[src/rtl/timer_pkg.sv]
// Shared types and constants for the MM:SS BCD countdown timer:
// FSM state encoding, 7-segment glyphs {g..a}, digit slot indices and the BCD decoder.
package timer_pkg;

  typedef enum logic [1:0] {
    IDLE  = 2'd0,
    RUN   = 2'd1,
    PAUSE = 2'd2,
    DONE  = 2'd3
  } timerState_e;

  localparam logic [6:0] SEG_0 = 7'h3F;
  localparam logic [6:0] SEG_1 = 7'h06;
  localparam logic [6:0] SEG_2 = 7'h5B;
  localparam logic [6:0] SEG_3 = 7'h4F;
  localparam logic [6:0] SEG_4 = 7'h66;
  localparam logic [6:0] SEG_5 = 7'h6D;
  localparam logic [6:0] SEG_6 = 7'h7D;
  localparam logic [6:0] SEG_7 = 7'h07;
  localparam logic [6:0] SEG_8 = 7'h7F;
  localparam logic [6:0] SEG_9 = 7'h6F;

  localparam int DIGIT_US = 0;
  localparam int DIGIT_DS = 1;
  localparam int DIGIT_UM = 2;
  localparam int DIGIT_DM = 3;

  // Non-BCD codes blank the digit; the count path never produces them.
  function automatic logic [6:0] bcd_to_seg(input logic [3:0] bcd);
    case (bcd)
      4'd0:    return SEG_0;
      4'd1:    return SEG_1;
      4'd2:    return SEG_2;
      4'd3:    return SEG_3;
      4'd4:    return SEG_4;
      4'd5:    return SEG_5;
      4'd6:    return SEG_6;
      4'd7:    return SEG_7;
      4'd8:    return SEG_8;
      4'd9:    return SEG_9;
      default: return 7'h00;
    endcase
  endfunction

endpackage

[src/rtl/bcd_digit_down.sv]
// One BCD down-counting digit that wraps 0 -> MAX_VAL and flags a borrow to the next digit.
module bcd_digit_down #(
  parameter int MAX_VAL = 9
) (
  input  logic       clk,
  input  logic       rst_n,
  input  logic       clr,
  input  logic       load,
  input  logic [3:0] loadVal,
  input  logic       dec,
  output logic [3:0] value,
  output logic       borrow
);

  always_ff @(posedge clk or negedge rst_n) begin
    if (!rst_n)
      value <= '0;
    else if (clr)
      value <= '0;
    else if (load)
      value <= loadVal;
    else if (dec)
      value <= (value == 4'd0) ? 4'(MAX_VAL) : value - 4'd1;
  end

  assign borrow = dec && (value == 4'd0);

endmodule

[src/rtl/rega_countdown_timer.sv]
// MM:SS BCD countdown with load/start/pause/clear control, 1 s prescaler and scanned 7-seg output.
// Define TIMER_AUTO_RELOAD_EN to reload the last loaded preset on reaching 00:00 instead of stopping.
module rega_countdown_timer
  import timer_pkg::*;
#(
  parameter int TICK_DIV = 50_000_000,
  parameter int SCAN_DIV = 50_000,
  parameter int MAX_MIN  = 99
) (
  input  logic        clk,
  input  logic        rst_n,
  input  logic        load,
  input  logic [15:0] preset_bcd,
  input  logic        start,
  input  logic        pause,
  input  logic        clear,
  output logic [15:0] time_bcd,
  output logic        running,
  output logic        done,
  output logic [6:0]  seg,
  output logic [3:0]  digit_en
);

  localparam int PRE_W  = $clog2(TICK_DIV);
  localparam int SCAN_W = $clog2(SCAN_DIV);
  localparam logic [PRE_W-1:0]  PRE_LAST    = PRE_W'(TICK_DIV - 1);
  localparam logic [SCAN_W-1:0] SCAN_LAST   = SCAN_W'(SCAN_DIV - 1);
  localparam logic [7:0]        MAX_MIN_BCD = {4'(MAX_MIN / 10), 4'(MAX_MIN % 10)};

  timerState_e       state, stateNext;
  logic [PRE_W-1:0]  prescaler;
  logic [SCAN_W-1:0] scanCnt;
  logic [1:0]        scanIdx, scanIdxNext;
  logic [3:0]        clampDm, clampUm, clampDs, clampUs;
  logic [15:0]       clampedPreset, reloadVal, digLoadVal;
  logic [3:0]        digDec, borrow;
  logic              tick, timeZero, timeOne, startOk, reachZero, reloadNow, digLoad;

  assign timeZero  = (time_bcd == 16'h0000);
  assign timeOne   = (time_bcd == 16'h0001);
  assign tick      = (state == RUN) && (prescaler == PRE_LAST);
  assign startOk   = start && !pause && !load && !clear && !timeZero;
  assign reachZero = tick && timeOne && !load && !clear;
  assign running   = (state == RUN);

  always_comb begin
    clampDm = (preset_bcd[15:12] > 4'd9) ? 4'd9 : preset_bcd[15:12];
    clampUm = (preset_bcd[11:8]  > 4'd9) ? 4'd9 : preset_bcd[11:8];
    clampDs = (preset_bcd[7:4]   > 4'd5) ? 4'd5 : preset_bcd[7:4];
    clampUs = (preset_bcd[3:0]   > 4'd9) ? 4'd9 : preset_bcd[3:0];
    if ({clampDm, clampUm} > MAX_MIN_BCD)
      {clampDm, clampUm} = MAX_MIN_BCD;
    clampedPreset = {clampDm, clampUm, clampDs, clampUs};
  end

`ifdef TIMER_AUTO_RELOAD_EN
  logic [15:0] shadow;

  always_ff @(posedge clk or negedge rst_n) begin
    if (!rst_n)
      shadow <= '0;
    else if (load && !clear)
      shadow <= clampedPreset;
  end

  assign reloadNow = reachZero && (shadow != 16'h0000);
  assign reloadVal = shadow;
`else
  assign reloadNow = 1'b0;
  assign reloadVal = 16'h0000;
`endif

  assign digLoad    = (load && !clear) || reloadNow;
  assign digLoadVal = (load && !clear) ? clampedPreset : reloadVal;
  assign digDec     = {borrow[DIGIT_UM], borrow[DIGIT_DS], borrow[DIGIT_US], tick && !timeZero};

  bcd_digit_down #(.MAX_VAL(9)) uDigitUs (
    .clk, .rst_n, .clr(clear), .load(digLoad), .loadVal(digLoadVal[DIGIT_US*4 +: 4]),
    .dec(digDec[DIGIT_US]), .value(time_bcd[DIGIT_US*4 +: 4]), .borrow(borrow[DIGIT_US])
  );
  bcd_digit_down #(.MAX_VAL(5)) uDigitDs (
    .clk, .rst_n, .clr(clear), .load(digLoad), .loadVal(digLoadVal[DIGIT_DS*4 +: 4]),
    .dec(digDec[DIGIT_DS]), .value(time_bcd[DIGIT_DS*4 +: 4]), .borrow(borrow[DIGIT_DS])
  );
  bcd_digit_down #(.MAX_VAL(9)) uDigitUm (
    .clk, .rst_n, .clr(clear), .load(digLoad), .loadVal(digLoadVal[DIGIT_UM*4 +: 4]),
    .dec(digDec[DIGIT_UM]), .value(time_bcd[DIGIT_UM*4 +: 4]), .borrow(borrow[DIGIT_UM])
  );
  bcd_digit_down #(.MAX_VAL(9)) uDigitDm (
    .clk, .rst_n, .clr(clear), .load(digLoad), .loadVal(digLoadVal[DIGIT_DM*4 +: 4]),
    .dec(digDec[DIGIT_DM]), .value(time_bcd[DIGIT_DM*4 +: 4]), .borrow(borrow[DIGIT_DM])
  );

  // Resuming from PAUSE keeps the partial second; a fresh start from IDLE begins a full one.
  always_ff @(posedge clk or negedge rst_n) begin
    if (!rst_n)
      prescaler <= '0;
    else if (clear || load)
      prescaler <= '0;
    else if (state == IDLE && startOk)
      prescaler <= '0;
    else if (state == RUN)
      prescaler <= tick ? '0 : prescaler + PRE_W'(1);
  end

  always_ff @(posedge clk or negedge rst_n) begin
    if (!rst_n)
      state <= IDLE;
    else
      state <= stateNext;
  end

  always_comb begin
    stateNext = state;
    if (clear || load)
      stateNext = IDLE;
    else begin
      case (state)
        IDLE, PAUSE: if (startOk) stateNext = RUN;
        RUN: begin
          if (reachZero && !reloadNow)
            stateNext = DONE;
          else if (pause)
            stateNext = PAUSE;
        end
        DONE:    stateNext = DONE;
        default: stateNext = IDLE;
      endcase
    end
  end

  // A DM borrow would mean an underflow past 00:00, which must never be reported as done.
  always_ff @(posedge clk or negedge rst_n) begin
    if (!rst_n)
      done <= 1'b0;
    else
      done <= reachZero && !borrow[DIGIT_DM];
  end

  assign scanIdxNext = (scanCnt == SCAN_LAST) ? scanIdx + 2'd1 : scanIdx;

  // Enable and segments are registered together so the glyph always matches the lit digit.
  always_ff @(posedge clk or negedge rst_n) begin
    if (!rst_n) begin
      scanCnt  <= '0;
      scanIdx  <= 2'd0;
      digit_en <= 4'b0001;
      seg      <= SEG_0;
    end else begin
      scanCnt  <= (scanCnt == SCAN_LAST) ? '0 : scanCnt + SCAN_W'(1);
      scanIdx  <= scanIdxNext;
      digit_en <= 4'b0001 << scanIdxNext;
      seg      <= bcd_to_seg(time_bcd[{scanIdxNext, 2'b00} +: 4]);
    end
  end

endmodule

[config.mk]
export PLATFORM = sky130hd
export DESIGN_NAME = rega_countdown_timer
export DESIGN_NICKNAME = d
export VERILOG_FILES = /design/src/rtl/timer_pkg.sv /design/src/rtl/bcd_digit_down.sv /design/src/rtl/rega_countdown_timer.sv
export SDC_FILE = /design/constraint.sdc
export NUM_CORES = 1
export LEC_CHECK = 0
export CELL_PAD_IN_SITES_DETAIL_PLACEMENT = 0
export CELL_PAD_IN_SITES_GLOBAL_PLACEMENT = 1
export CORE_UTILIZATION = 27
export CTS_BUF_LIST = sky130_fd_sc_hd__clkbuf_16
export CTS_CLUSTER_SIZE = 25
export DETAILED_ROUTE_END_ITERATION = 6
export PLACE_DENSITY = 0.55
export REMOVE_ABC_BUFFERS = 1
export SLEW_MARGIN = 20
export SYNTH_ARGS = -nofsm -noshare
export SYNTH_HDL_FRONTEND = slang
export SYNTH_HIERARCHICAL = 1
export SYNTH_SLANG_ARGS = --single-unit
[constraint.sdc]
create_clock -name clk -period 12.7 [get_ports clk]
set_input_delay 3.175 -clock clk [delete_from_list [all_inputs] [get_ports clk]]
set_output_delay 3.175 -clock clk [all_outputs]
set_load 0.005 [all_outputs]
# ---- Yosys cells after proc, flatten, opt, wreduce, memory -nomap -nowiden
# Memory sizes are Yosys's and may differ from the RTL's. A register that Yosys moved wholly into a read port is not among the register bits.
# Cells that the tools add are included.
# W data, S select, Z words.
dict set report op_classes {
  n_addsub 7
  n_mul 0
  n_div 0
  order_cmp 5
  eq_ne 8
  shift 2
  n_mux 33
  n_bitwise 0
  n_reduce_logical 36
}
# operator count
set ops {}
lappend ops {{$mux W26} 4}
lappend ops {{$mux W4} 22}
lappend ops {{$add A26 B1 Y26 const B} 1}
lappend ops {{$eq A26 B26 Y1 const B} 1}
lappend ops {{$add A16 B1 Y16 const B} 1}
lappend ops {{$eq A16 B1 Y1 const B} 1}
lappend ops {{$eq A16 B16 Y1 const B} 1}
lappend ops {{$logic_and A1 B1 Y1} 16}
lappend ops {{$logic_not A16 Y1} 1}
lappend ops {{$logic_not A4 Y1} 4}
lappend ops {{$mux W16} 1}
lappend ops {{$shiftx A16 B5 Y4} 1}
lappend ops {{$sub A4 B1 Y4 const B} 4}
lappend ops {{$reduce_bool A3 Y1} 5}
lappend ops {{$gt A4 B4 Y1 const B} 3}
lappend ops {{$mux W2} 5}
lappend ops {{$gt A8 B8 Y1 const B} 1}
lappend ops {{$logic_not A1 Y1} 6}
lappend ops {{$pmux W2 S3} 1}
lappend ops {{$eq A2 B2 Y1 const B} 2}
lappend ops {{$gt A4 B3 Y1 const B} 1}
lappend ops {{$ne A4 B2 Y1 const B} 1}
lappend ops {{$shl A1 B2 Y4 const A} 1}
lappend ops {{$ne A3 B3 Y1 const B} 1}
lappend ops {{6 further kinds} 6}
dict set report totals {
  ff_bits 67
  latchBits 0
  ramBits 0
  mem_bits_ro 112
  in_bits 22
  out_inout_bits 29
  word_cells 102
  mem_count 1
}
# memory depth width rd rd_ports_with_merged_regs write_ports line_no
set memory_table {}
lappend memory_table {{(name not given)} 16 7 1 1 0 timer_pkg.sv:30} ;# case (bcd)

# ---- Depth between registers and ports, before layout
# Gate-level depths: netlist of run 1.
dict set report depth {
  ltp_word 9
  mapped_depth 13
  ltp_nobuf 13
}

# ---- By module
# Netlist of run 1, hierarchy kept.
# module n_inst cells_per_inst area_per_inst_um2 seq_area_each_um2
set by_module_without_submodules {}
lappend by_module_without_submodules {rega_countdown_timer 1 395 3579.7 1460.2}
lappend by_module_without_submodules {{bcd_digit_down at uDigitDm ...} 3 24 242.7 100.1}
lappend by_module_without_submodules {{bcd_digit_down at uDigitDs} 1 24 216.5 100.1}

# ---- Least setup slack after synthesis of run 1
# OpenSTA, ideal clock, no wires.
dict set report synth_path {
  kind {input to register}
  start {input port load}
  end {register prescaler[14]}
  setup_time_ns 0.079
  t_arrival_ns 4.579
  t_required_ns 12.621
  path_slack_ns 8.042
  path_stages 7
  n_path_buf 3
  path_cell_list {or2_2 buf_1 a211oi_1 clkbuf_1 clkbuf_1 nand2_1 mux2i_1}
}
dict set report synth_via {
  elab_chain_cells 7
  word_cells_on_any_way 9
  classes_between {mux: 2; reduce/logical: 7}
}
# element line_no
set synth_lines {}
lappend synth_lines {{start, declared} rega_countdown_timer.sv:12} ;# input logic load,
lappend synth_lines {{$logic_not A1 Y1} rega_countdown_timer.sv:42} ;# assign startOk = start && !pause && !load && !clear && !timeZero;
lappend synth_lines {{$logic_and A1 B1 Y1 (3 in a row)} rega_countdown_timer.sv:42}
lappend synth_lines {{$logic_and A1 B1 Y1} rega_countdown_timer.sv:100} ;# else if (state == IDLE && startOk)
lappend synth_lines {{$mux W26} rega_countdown_timer.sv:100}
lappend synth_lines {{$mux W26} rega_countdown_timer.sv:98} ;# else if (clear || load)
lappend synth_lines {{end signal, assigned} rega_countdown_timer.sv:103} ;# prescaler <= tick ? '0 : prescaler + PRE_W'(1);
lappend synth_lines {{end, declared} rega_countdown_timer.sv:31} ;# logic [PRE_W-1:0] prescaler;
# Several ways; a longest one is shown, not always the timed one.
# A chain may end at the register's enable or synchronous reset.

# ---- Final worst setup path of run 1
dict set report layout_path {
  start {input port clear}
  end {register uDigitDs.value[1]}
}
dict set report layout_via {
  elab_chain_cells 4
  word_cells_on_any_way 5
  classes_between {mux: 2; reduce/logical: 3}
}
# element line_no
set layout_lines {}
lappend layout_lines {{start, declared} rega_countdown_timer.sv:16} ;# input logic clear,
lappend layout_lines {{$logic_not A1 Y1 (*)} rega_countdown_timer.sv:73} ;# assign digLoad = (load && !clear) || reloadNow;
lappend layout_lines {{$logic_and A1 B1 Y1 (*)} rega_countdown_timer.sv:73}
lappend layout_lines {{net digLoad} rega_countdown_timer.sv:37} ;# logic tick, timeZero, timeOne, startOk, reachZero, reloadNow, digLoad;
lappend layout_lines {{$mux W4} bcd_digit_down.sv:20} ;# else if (load)
lappend layout_lines {{$mux W4} bcd_digit_down.sv:18} ;# else if (clr)
lappend layout_lines {{end signal, assigned} bcd_digit_down.sv:21} ;# value <= loadVal;
lappend layout_lines {{end signal, assigned} bcd_digit_down.sv:23} ;# value <= (value == 4'd0) ? 4'(MAX_VAL) : value - 4'd1;
lappend layout_lines {{end, declared} bcd_digit_down.sv:11} ;# output logic [3:0] value,
# Mark *: on every way through the listed nets, which the timed path passes. The rest lies on a longest branch.

==> qor.txt, run 1 <==
Max Cap Violations: 0
Starting DRT DRC Count: 192
CTS max path bufs: 2
Setup Buffers After CTS: 0
Cells after synthesis: 491
Peak supply drop: 0.06339 mV
Class of the worst hold path: flop to flop
#FFs+latches synth: 74
Yosys warns: 6
Full die area: 17280 µm²
Power per standard cell area: 100.7 nW/µm²
CTS Root Cell: clkbuf_16
Die Wd: 131.5 µm
Vias: 3870
Routed len/inst: 16.05 µm
DPL Wire Length: 8513 µm
Critical path data arrival time: 5.77 ns
Overflow after GRT: 0
Clock power frac: 0.446
Lkg Pwr: 2.167 nW
Final Util: 0.3442
Num ports: 51
Hold Fails Final Rpt: 0
Power share of the combinational group: 0.106
Worst-skew pair later-pin latency: 0.34 ns
Worst-Margin Slew: 0.8793 ns
Commonest cells in the netlist: dfrtp_1 (67), nand2_1 (57), nor2_1 (38)
TNS Setup: 0 ns
Post-CTS Resized: 0
CP Cell Sequence: clkdlybuf4s50_1, nand2b_1, inv_1, or3_2, o21ai_0, a211oi_1
Post-CTS Hold Fix Bufs: 0
Core Area: 16120 µm²
Mean Syn Cell Area: 9.215 µm²
H-tree depth: 3
RSZ-0062 raised after global routing: false
Main synth FF type: dfrtp_1
First-pass GRT wire length: 20310 µm
Syn-to-layout area delta: 22.59%
Inserted Diodes: 0
Slowest library cell on the worst path: clkdlybuf4s50_1
Pin count of the biggest net entering global routing: 75
Worst path max stage delay: 1.01 ns
NetSw: 0.1398 mW
GPL Wtd Cong: 0.7605
TritonCTS buffer count: 9
First-pass DRT Iterations: 4
CTS tree: done
Sequential power share: 0.448
P_int: 0.4187 mW
DP Worst Slack: 6.746 ns
Filler instances: 1671
Count leader, synth: dfrtp_1
Total GRT Usage: 0.1490
Leading area contributor after synthesis: dfrtp_1
CP startpoint kind: primary input
Switching share of power: 0.2504
Final setup margin: 7.115 ns
Netlist cell types: 70
Critical path's top delay family: buffers and inverters
Post-layout min period: 5.585 ns
Max Fanout on Critical Path: 21
Seq/Total Area, Yosys: 0.4112
WP data required: 12.88 ns
Rows: 46
DRT Wirelength: 12210 µm
Synth area leaders: dfrtp_1 (37%), nand2_1 (4.7%), mux2i_1 (4.4%)
ANT nets after route: 0
Vias in the first global route: 3751
Buffers on Ports: 50
Ys async rst share: 1.000
Part of the cycle the worst path needs: 0.4398
EDFF count, synth: 0
Total clock sinks: 74
CP Class: primary input to flop
Synthesized cell area: 4524 µm²
Final net count: 570
Final setup fails: 0
Initial Util: 0.2807
WP buf/inv: 2
Clk_skew: 0.005476 ns
Post-synth top area share: 0.3706
Vias per cell: 5.085
Die outline height: 131.5 µm
Fmax: 179.1 MHz
Layout cells sized above 1: 0.09358
Initial antenna violation count: 0
Outcome: finished, final reports clean
Fin. max-slew vios: 0
Clock Pin Slew Worst Setup and Hold Paths: 0.06 ns
Slew HR: 0.4138
Drt drc: 0
Worst setup EP type: flop
-- per-layer routing --
metal | global-route usage | share of wire | vias up
met5 | 0 | 0 | -
met4 | 0.06589 | 0.018 | 0
met3 | 0.02778 | 0.033 | 15
met2 | 0.2137 | 0.43 | 77
met1 | 0.2152 | 0.52 | 1876
li1 | - | - | 1902
-- worst reg2reg max path, cell delays in order (launching register included) --
cell	delay, ns
dfrtp_1	0.45
nor2b_1	0.49
nand3_1	0.12
nor4_1	0.45
buf_4	0.24
o21a_1	0.20
nor4b_4	0.28
nor2b_1	0.34
or4b_4	0.52
nor2_1	0.24
nor4b_4	0.33
nor2b_1	0.32
nand2b_1	0.14
or3_1	0.37
a221oi_2	0.21
-- registers in the layout (all words and copies together) (netlist names) --
signal          flops
prescaler          26
digit_en            4
uDigitDs/value      4
uDigitUs/value      4
done                1
state               2
scanIdx             2
uDigitUm/value      4
seg                 7
uDigitDm/value      4
scanCnt            16
-- power groups by stage --
stage / combinational, mW / clock, mW / sequential [mW]
after floorplan: 0.0271 / 0 / 0.253
after global placement: 0.0596 / 0 / 0.255
final: 0.0591 / 0.249 / 0.250
after CTS: 0.0601 / 0.258 / 0.250
after global routing: 0.0656 / 0.268 / 0.251
after detailed placement: 0.0596 / 0 / 0.255
-- cells by family after synthesis --
family / synth area share
compound gates: 0.1914
xor+xnor: 0.04259
fa+ha+maj: 0.02212
buf+inv: 0.03512
flops: 0.4112
mux: 0.05420
other cells: 0.0008289
simple gates: 0.2425
-- per-stage QoR --
stage	instance area (µm²)	instances	hold WS (ns)	power, mW
6_report	5547	761	0.4865	0.5585
3_3_place_gp	5263	745	0.4719	0.3141
4_1_cts	5543	761	0.4889	0.5682
5_1_grt	5547	761	0.5000	0.5845
2_1_floorplan	4452	474	0.4478	0.2796
3_5_place_dp	5263	745	0.4778	0.3142
-- area by class of cell --
| type | instances | area, µm² | area share |
|---|---|---|---|
| Clock buffer | 9 | 225.2 | 0.04060 |
| Clock inverter | 7 | 55.05 | 0.009926 |
| Inverter | 23 | 86.33 | 0.01557 |
| Multi-Input combinational cell | 377 | 2510 | 0.4525 |
| Sequential cell | 74 | 1861 | 0.3354 |
| Tap cell | 216 | 270.3 | 0.04873 |
| Timing Repair Buffer | 55 | 539.3 | 0.09723 |
-- final timing paths --
path	from	endpoint	slack (ns)	cells past startpoint
min reg2reg	scanCnt[5]	scanCnt[5]	0.49	1
min in group asynchronous	rst_n	scanCnt[8]	2.86	1
max reg2reg	state[0]	uDigitDm/value[1]	7.89	14
min	scanCnt[5]	scanCnt[5]	0.49	1
max	clear	uDigitDs/value[1]	7.12	6
max in group asynchronous	rst_n	prescaler[5]	9.36	1
-- layout by cell type (no fill, tap or decap), drive strengths merged, types with 8 or more instances in the layout --
master         synthesis  routed
xnor2                  8       8
o21ai                 22      22
inv                   22      25
clkbuf                13       9
clkdlybuf4s50          0      49
nand4                 11      11
nor3                   9       9
a211oi                11      11
dfrtp                 67      67
nand2                 57      57
nor2                  38      38
mux2i                 20      20
ha                     8       8
a21oi                 24      24
xor2                  14      14
nand2b                16      16
nand3                 24      24
Power figures use the tool's default switching activity.
==> run 2: changes to the inputs <==
--- a/config.mk
+++ b/config.mk
@@ -11,7 +11,7 @@
 export CTS_BUF_LIST = sky130_fd_sc_hd__clkbuf_16
 export CTS_CLUSTER_SIZE = 25
 export DETAILED_ROUTE_END_ITERATION = 6
-export PLACE_DENSITY = 0.55
+export PLACE_DENSITY = 0.57
 export REMOVE_ABC_BUFFERS = 1
 export SLEW_MARGIN = 20
 export SYNTH_ARGS = -nofsm -noshare
==> constraint.sdc (replaced) <==
create_clock -name clk -period 4.8 [get_ports clk]
set_input_delay 1.2 -clock clk [delete_from_list [all_inputs] [get_ports clk]]
set_output_delay 1.2 -clock clk [all_outputs]
set_load 0.005 [all_outputs]
==> qor.txt, run 2 (synthesis gave the netlist of run 1 again) <==
ANT nets after route: 0 (unchanged)
Setup Buffers After CTS: 0 (unchanged)
Worst-skew pair later-pin latency: 0.35 ns (was 0.34 ns)
Final setup fails: 0 (unchanged)
Worst r2r src: prescaler[2] (was state[0])
Max Fanout on Critical Path: 7 (was 21)
First-pass GRT wire length: 19950 µm (was 20310 µm)
Layout cells sized above 1: 0.09524 (was 0.09358)
Routed len/inst: 15.85 µm (was 16.05 µm)
Num ports: 51 (unchanged)
Max Cap Violations: 0 (unchanged)
H-tree depth: 3 (unchanged)
Initial Util: 0.2807 (unchanged)
Syn-to-layout area delta: 23.37% (was 22.59%)
Vias per cell: 5.038 (was 5.085)
Commonest non-fill, non-tap cell in the layout: dfrtp_1 (unchanged)
Placed Cells: 747 (was 745)
Worst setup EP type: flop (unchanged)
GPL Wtd Cong: 0.7492 (was 0.7605)
Die outline height: 131.5 µm (unchanged)
Core Area: 16120 µm² (unchanged)
Worst r2r path cells: 14 (unchanged)
Multi-input gate area: 2510 µm² (unchanged)
Lkg Pwr: 2.179 nW (was 2.167 nW)
Biggest registers after layout: prescaler (26), scanCnt (16), seg (7) (unchanged)
Post-layout min period: 4.341 ns
First-pass DRT Iterations: 4 (unchanged)
Critical path data arrival time: 4.60 ns (was 5.77 ns)
Initial antenna violation count: 0 (unchanged)
Drt drc: 0 (unchanged)
DPL Wire Length: 8530 µm (was 8513 µm)
Pin count of the biggest net entering global routing: 75 (unchanged)
Filler instances: 1699 (was 1671)
CP Class: flop to flop (was primary input to flop)
Inserted Diodes: 0 (unchanged)
RSZ-0062 raised after global routing: false (unchanged)
WP data required: 5.05 ns (was 12.88 ns)
Rows: 46 (unchanged)
Slowest library cell on the worst path: or4b_4 (was clkdlybuf4s50_1)
Vias: 3839 (was 3870)
Final Util: 0.3464 (was 0.3442)
DRT Wirelength: 12080 µm (was 12210 µm)
Overflow after GRT: 0 (unchanged)
CTS max path bufs: 2 (unchanged)
Buffers on Ports: 50 (unchanged)
Class of the worst hold path: flop to flop (unchanged)
CTS Root Cell: clkbuf_16 (unchanged)
Most flops, register: prescaler (unchanged)
Total GRT Usage: 0.1464 (was 0.1490)
Worst-Margin Slew: 0.9001 ns (was 0.8793 ns)
Reg area: 1861 µm² (unchanged)
Final net count: 572 (was 570)
TNS Setup: 0 ns (unchanged)
Post-CTS Hold Fix Bufs: 0 (unchanged)
Hold_ws: 0.4881 ns (was 0.4865 ns)
Post-route insts no fill: 762 (was 761)
Post-CTS Resized: 0 (unchanged)
Reg2Reg Capture Point: uDigitDm/value[1] (unchanged)
Worst path max stage delay: 0.52 ns (was 1.01 ns)
CTS tree: done (unchanged)
Max FFs per register: 26 (unchanged)
Commonest non-fill, non-tap cells in the layout: dfrtp_1 (67), nand2_1 (57), clkdlybuf4s50_1 (49), nor2_1 (38) (unchanged)
Clock Pin Slew Worst Setup and Hold Paths: 0.06 ns (about the same)
Starting DRT DRC Count: 231 (was 192)
Peak supply drop: 0.1599 mV (was 0.06339 mV)
TritonCTS buffer count: 9 (unchanged)
R2r setup slk: 0.46 ns (was 7.89 ns)
CP startpoint kind: flop (was primary input)
Total clock sinks: 74 (unchanged)
Clk_skew: 0.01066 ns (was 0.005476 ns)
Full die area: 17280 µm² (unchanged)
Fmax: 230.3 MHz
Slew HR: 0.3944 (was 0.4138)
Part of the cycle the worst path needs: 0.9045
Die Wd: 131.5 µm (unchanged)
Hold Fails Final Rpt: 0 (unchanged)
Hold EP: prescaler[22] (was scanCnt[5])
Worst Hold Launch: prescaler[22] (was scanCnt[5])
Vias in the first global route: 3752 (was 3751)
Power per standard cell area: 272.9 nW/µm² (was 100.7 nW/µm²)
Outcome: finished, final reports clean (unchanged)
CP Cell Sequence: and4_1, nand3_1, nor4_1, buf_4, o21a_1, nor4b_4, nor2b_1, or4b_4, nor2_1, nor4b_4, nor2b_1, nand2b_1, or3_1, a221oi_2 (was clkdlybuf4s50_1, nand2b_1, inv_1, or3_2, o21ai_0, a211oi_1)
Hold Path Depth: 1 (unchanged)
Fin. max-slew vios: 0 (unchanged)
## run 2: changes by cell type in the layout (fill, tap and decap cells not counted)
cell       previous run  this run
inv_1                24        23
buf_4                 5         7
clkinv_1              2         3
clkinv_2              2         0
bufinv_16             1         2
## run 2: per-stage QoR
| stage | setup WS (ns) | area [µm²] | power (mW) |
|---|---|---|---|
| finish | 0.4586 | 5582 | 1.523 |
| global placement | 0.6235 | 5278 | 0.8318 |
| global route | 0.1195 | 5582 | 1.589 |
| CTS | 0.4339 | 5578 | 1.545 |
| detailed placement | 0.4584 | 5278 | 0.8326 |
| floorplan | 0.7384 | 4452 | 0.7399 |
## run 2: routing by layer
layer	track usage	part of all wire	vias to the layer above
met2	0.2149	0.43	81
li1	-	-	1906
met1	0.2080	0.51	1840
met5	0	0	-
met4	0.06460	0.016	0
met3	0.02623	0.037	12
## run 2: layout make-up
| cell class | count | share of cell area |
|---|---|---|
| Clock buffer | 9 | 0.04035 |
| Clock inverter | 6 | 0.01345 |
| Inverter | 23 | 0.01547 |
| Multi-Input combinational cell | 377 | 0.4497 |
| Sequential cell | 74 | 0.3333 |
| Tap cell | 216 | 0.04842 |
| Timing Repair Buffer | 57 | 0.09931 |
## run 2: worst max-delay path, delay by kind of cell, from the launching register on
family	cells	cell delay [ns]
AO/OA/AOI/OAI	2	0.40
AND/OR/NAND/NOR	11	3.23
buffers and inverters	1	0.20
flip-flops	1	0.43
## run 2: worst max-delay path by stage
stage               slack, ns    startpoint  cells after the start                 to
floorplan                0.74      state[0]                     13  uDigitDm/value[1]
detailed placement       0.46      state[0]                     14  uDigitDm/value[1]
global route             0.12  prescaler[2]                     14  uDigitDm/value[1]
finish                   0.46  prescaler[2]                     14  uDigitDm/value[1]
global placement         0.62  prescaler[2]                     14  uDigitDm/value[1]
CTS                      0.43      state[0]                     14  uDigitDm/value[1]
## run 2: power by group
| group | internal (mW) | leakage [nW] | switching, mW |
|---|---|---|---|
| Sequential | 0.641 | 0.986 | 0.0204 |
| Combinational | 0.0748 | 1.04 | 0.0834 |
| Clock | 0.445 | 0.153 | 0.259 |
| Total | 1.16 | 2.18 | 0.363 |
==> run 3: changes to the inputs <==
--- a/config.mk
+++ b/config.mk
@@ -9,9 +9,10 @@
 export CELL_PAD_IN_SITES_GLOBAL_PLACEMENT = 1
 export CORE_UTILIZATION = 27
 export CTS_BUF_LIST = sky130_fd_sc_hd__clkbuf_16
+export CTS_CLUSTER_DIAMETER = 120
 export CTS_CLUSTER_SIZE = 25
 export DETAILED_ROUTE_END_ITERATION = 6
-export PLACE_DENSITY = 0.57
+export PLACE_DENSITY = 0.55
 export REMOVE_ABC_BUFFERS = 1
 export SLEW_MARGIN = 20
 export SYNTH_ARGS = -nofsm -noshare
==> constraint.sdc (replaced) <==
create_clock -name clk -period 4.15 [get_ports clk]
set_input_delay 1.0375 -clock clk [delete_from_list [all_inputs] [get_ports clk]]
set_output_delay 1.0375 -clock clk [all_outputs]
set_load 0.005 [all_outputs]
==> qor.txt, run 3 (synthesis gave the netlist of run 1 again) <==
Worst Hold Launch: scanCnt[5] (was prescaler[22])
Post-CTS Hold Fix Bufs: 0 (unchanged)
First-pass DRT Iterations: 4 (unchanged)
Lkg Pwr: 2.273 nW (was 2.179 nW)
Placed Cells: 760 (was 747)
Die Wd: 131.5 µm (unchanged)
Post-route insts no fill: 779 (was 762)
Routed len/inst: 16.29 µm (was 15.85 µm)
Drt drc: 0 (unchanged)
R2r setup slk: 0.28 ns (was 0.46 ns)
GPL Wtd Cong: 0.7416 (was 0.7492)
Starting DRT DRC Count: 207 (was 231)
Critical path data arrival time: 4.13 ns (was 4.60 ns)
Clock Pin Slew Worst Setup and Hold Paths: 0.06 ns (about the same)
RSZ-0062 raised after global routing: false (unchanged)
TritonCTS buffer count: 9 (unchanged)
Class of the worst hold path: flop to flop (unchanged)
Inserted Diodes: 0 (unchanged)
WP buf/inv: 1 (unchanged)
NetSw: 0.4529 mW (was 0.3627 mW)
CP Cell Sequence: and4_1, nand3_1, nor4_1, buf_4, o21a_1, nor4b_4, nor2b_4, or4b_4, nor2_1, nor4b_4, nor2b_4, nand2b_1, or3_1, a221oi_2 (was and4_1, nand3_1, nor4_1, buf_4, o21a_1, nor4b_4, nor2b_1, or4b_4, nor2_1, nor4b_4, nor2b_1, nand2b_1, or3_1, a221oi_2)
Final Util: 0.3585 (was 0.3464)
Max Fanout on Critical Path: 7 (unchanged)
Power share of the combinational group: 0.107 (was 0.104)
Final setup margin: 0.2769 ns (was 0.4586 ns)
Total GRT Usage: 0.1506 (was 0.1464)
Vias per cell: 5.114 (was 5.038)
Sequential power share: 0.405 (was 0.434)
Hold_ws: 0.4935 ns (was 0.4881 ns)
Hold Path Depth: 1 (unchanged)
Clock power frac: 0.488 (was 0.462)
Fmax: 258.2 MHz (was 230.3 MHz)
Worst r2r src: prescaler[3] (was prescaler[2])
Most flops, register: prescaler (unchanged)
Final setup fails: 0 (unchanged)
TNS Setup: 0 ns (unchanged)
CTS max path bufs: 2 (unchanged)
Outcome: finished, final reports clean (unchanged)
Syn-to-layout area delta: 27.71% (was 23.37%)
Total clock sinks: 74 (unchanged)
WP data required: 4.41 ns (was 5.05 ns)
Commonest non-fill, non-tap cell in the layout: dfrtp_1 (unchanged)
CTS tree: done (unchanged)
Filler instances: 1678 (was 1699)
H-tree depth: 3 (unchanged)
DRT Wirelength: 12690 µm (was 12080 µm)
Max FFs per register: 26 (unchanged)
Part of the cycle the worst path needs: 0.9333 (was 0.9045)
Commonest non-fill, non-tap cells in the layout: dfrtp_1 (67), nand2_1 (57), clkdlybuf4s50_1 (49), nor2_1 (38) (unchanged)
DP Worst Slack: 0.03866 ns (was 0.4584 ns)
CTS Root Cell: clkbuf_16 (unchanged)
Switching share of power: 0.2416 (was 0.2381)
CP startpoint kind: flop (unchanged)
Post-layout min period: 3.873 ns (was 4.341 ns)
Reg2Reg Capture Point: uDigitDm/value[1] (unchanged)
Initial antenna violation count: 0 (unchanged)
WP depth: 14 (unchanged)
Biggest registers after layout: prescaler (26), scanCnt (16), seg (7) (unchanged)
Crit path launch: prescaler[3] (was prescaler[2])
Critical path's top delay family: simple AND/OR/NAND/NOR gates (unchanged)
DPL Wire Length: 8922 µm (was 8530 µm)
Slew HR: 0.3159 (was 0.3944)
Die outline height: 131.5 µm (unchanged)
Hold Fails Final Rpt: 0 (unchanged)
Worst path max stage delay: 0.47 ns (was 0.52 ns)
Vias in the first global route: 3792 (was 3752)
Final net count: 588 (was 572)
Worst-skew pair later-pin latency: 0.34 ns (was 0.35 ns)
Layout cells sized above 1: 0.1332 (was 0.09524)
Initial Util: 0.2807 (unchanged)
P_int: 1.421 mW (was 1.160 mW)
Max Cap Violations: 0 (unchanged)
Rows: 46 (unchanged)
Clk_skew: 0.004898 ns (was 0.01066 ns)
Full die area: 17280 µm² (unchanged)
Worst setup EP type: flop (unchanged)
Num ports: 51 (unchanged)
Fin. max-slew vios: 0 (unchanged)
Peak supply drop: 0.1883 mV (was 0.1599 mV)
Crit path to: uDigitDm/value[1] (unchanged)
Slowest library cell on the worst path: or4b_4 (unchanged)
Vias: 3984 (was 3839)
ANT nets after route: 0 (unchanged)
Core Area: 16120 µm² (unchanged)
Worst r2r path cells: 14 (unchanged)
First-pass GRT wire length: 20450 µm (was 19950 µm)
CP Class: flop to flop (unchanged)
Worst-Margin Slew: 1.017 ns (was 0.9001 ns)
Overflow after GRT: 0 (unchanged)
Buffers on Ports: 50 (unchanged)
Power per standard cell area: 324.3 nW/µm² (was 272.9 nW/µm²)
Pin count of the biggest net entering global routing: 75 (unchanged)
-- run 3: changes by cell type in the layout (fill, tap and decap cells not counted), sizes merged --
cell	delta
clkinvlp	+2
buf	+16
inv	-2
bufinv	+1
-- run 3: timing repair --
| item | 4_1_cts | 5_1_grt |
|---|---|---|
| buffers inserted | 0 | 2 |
| resized for setup | 1 | 4 |
| endpoints found under the setup margin | 1 | 4 |
-- run 3: cell type report --
class | instances | area (µm²) | area share
clock buffers | 9 | 225.2 | 0.03898
clock inverters | 7 | 117.6 | 0.02036
inverters | 23 | 86.33 | 0.01494
multi-input cells | 377 | 2527 | 0.4374
flip-flops and latches | 74 | 1861 | 0.3220
well taps | 216 | 270.3 | 0.04677
repair buffers | 73 | 690.7 | 0.1195
-- run 3: metrics by stage --
stage | cell area (µm²) | total power [mW]
after global placement | 5375 | 0.9712
after CTS | 5720 | 1.897
after floorplan | 4452 | 0.8558
after global routing | 5778 | 1.944
after detailed placement | 5375 | 0.9708
final | 5778 | 1.874
-- run 3: power groups by stage --
stage	Sequential [mW]	Clock, mW	Combinational, mW
floorplan	0.773	0	0.0831
global placement	0.772	0	0.199
detailed placement	0.772	0	0.199
CTS	0.759	0.938	0.200
global route	0.762	0.960	0.222
finish	0.760	0.914	0.200
-- run 3: metal layers --
| metal | global-route usage | vias to the layer above | routed length [µm] |
|---|---|---|---|
| met1 | 0.2155 | 1965 | 6338 |
| met4 | 0.04457 | 0 | 152 |
| met3 | 0.03742 | 10 | 530 |
| li1 | - | 1932 | - |
| met5 | 0 | - | 0 |
| met2 | 0.2213 | 77 | 5669 |
-- run 3: worst reg2reg max path, cell delays in order, from the launching register on --
cell and delay, ns:
dfrtp_1 0.41, and4_1 0.30, nand3_1 0.15, nor4_1 0.30, buf_4 0.20, o21a_1 0.18, nor4b_4 0.26, nor2b_4 0.20
or4b_4 0.48, nor2_1 0.17, nor4b_4 0.24, nor2b_4 0.22, nand2b_1 0.10, or3_1 0.37, a221oi_2 0.21
-- run 3: how the worst min path moves through the flow --
stage,end
6_report,scanCnt[5]
5_1_grt,scanCnt[5]
4_1_cts,scanCnt[5]
3_5_place_dp,scanCnt[5]
3_3_place_gp,scanCnt[5]
2_1_floorplan,scanCnt[5]
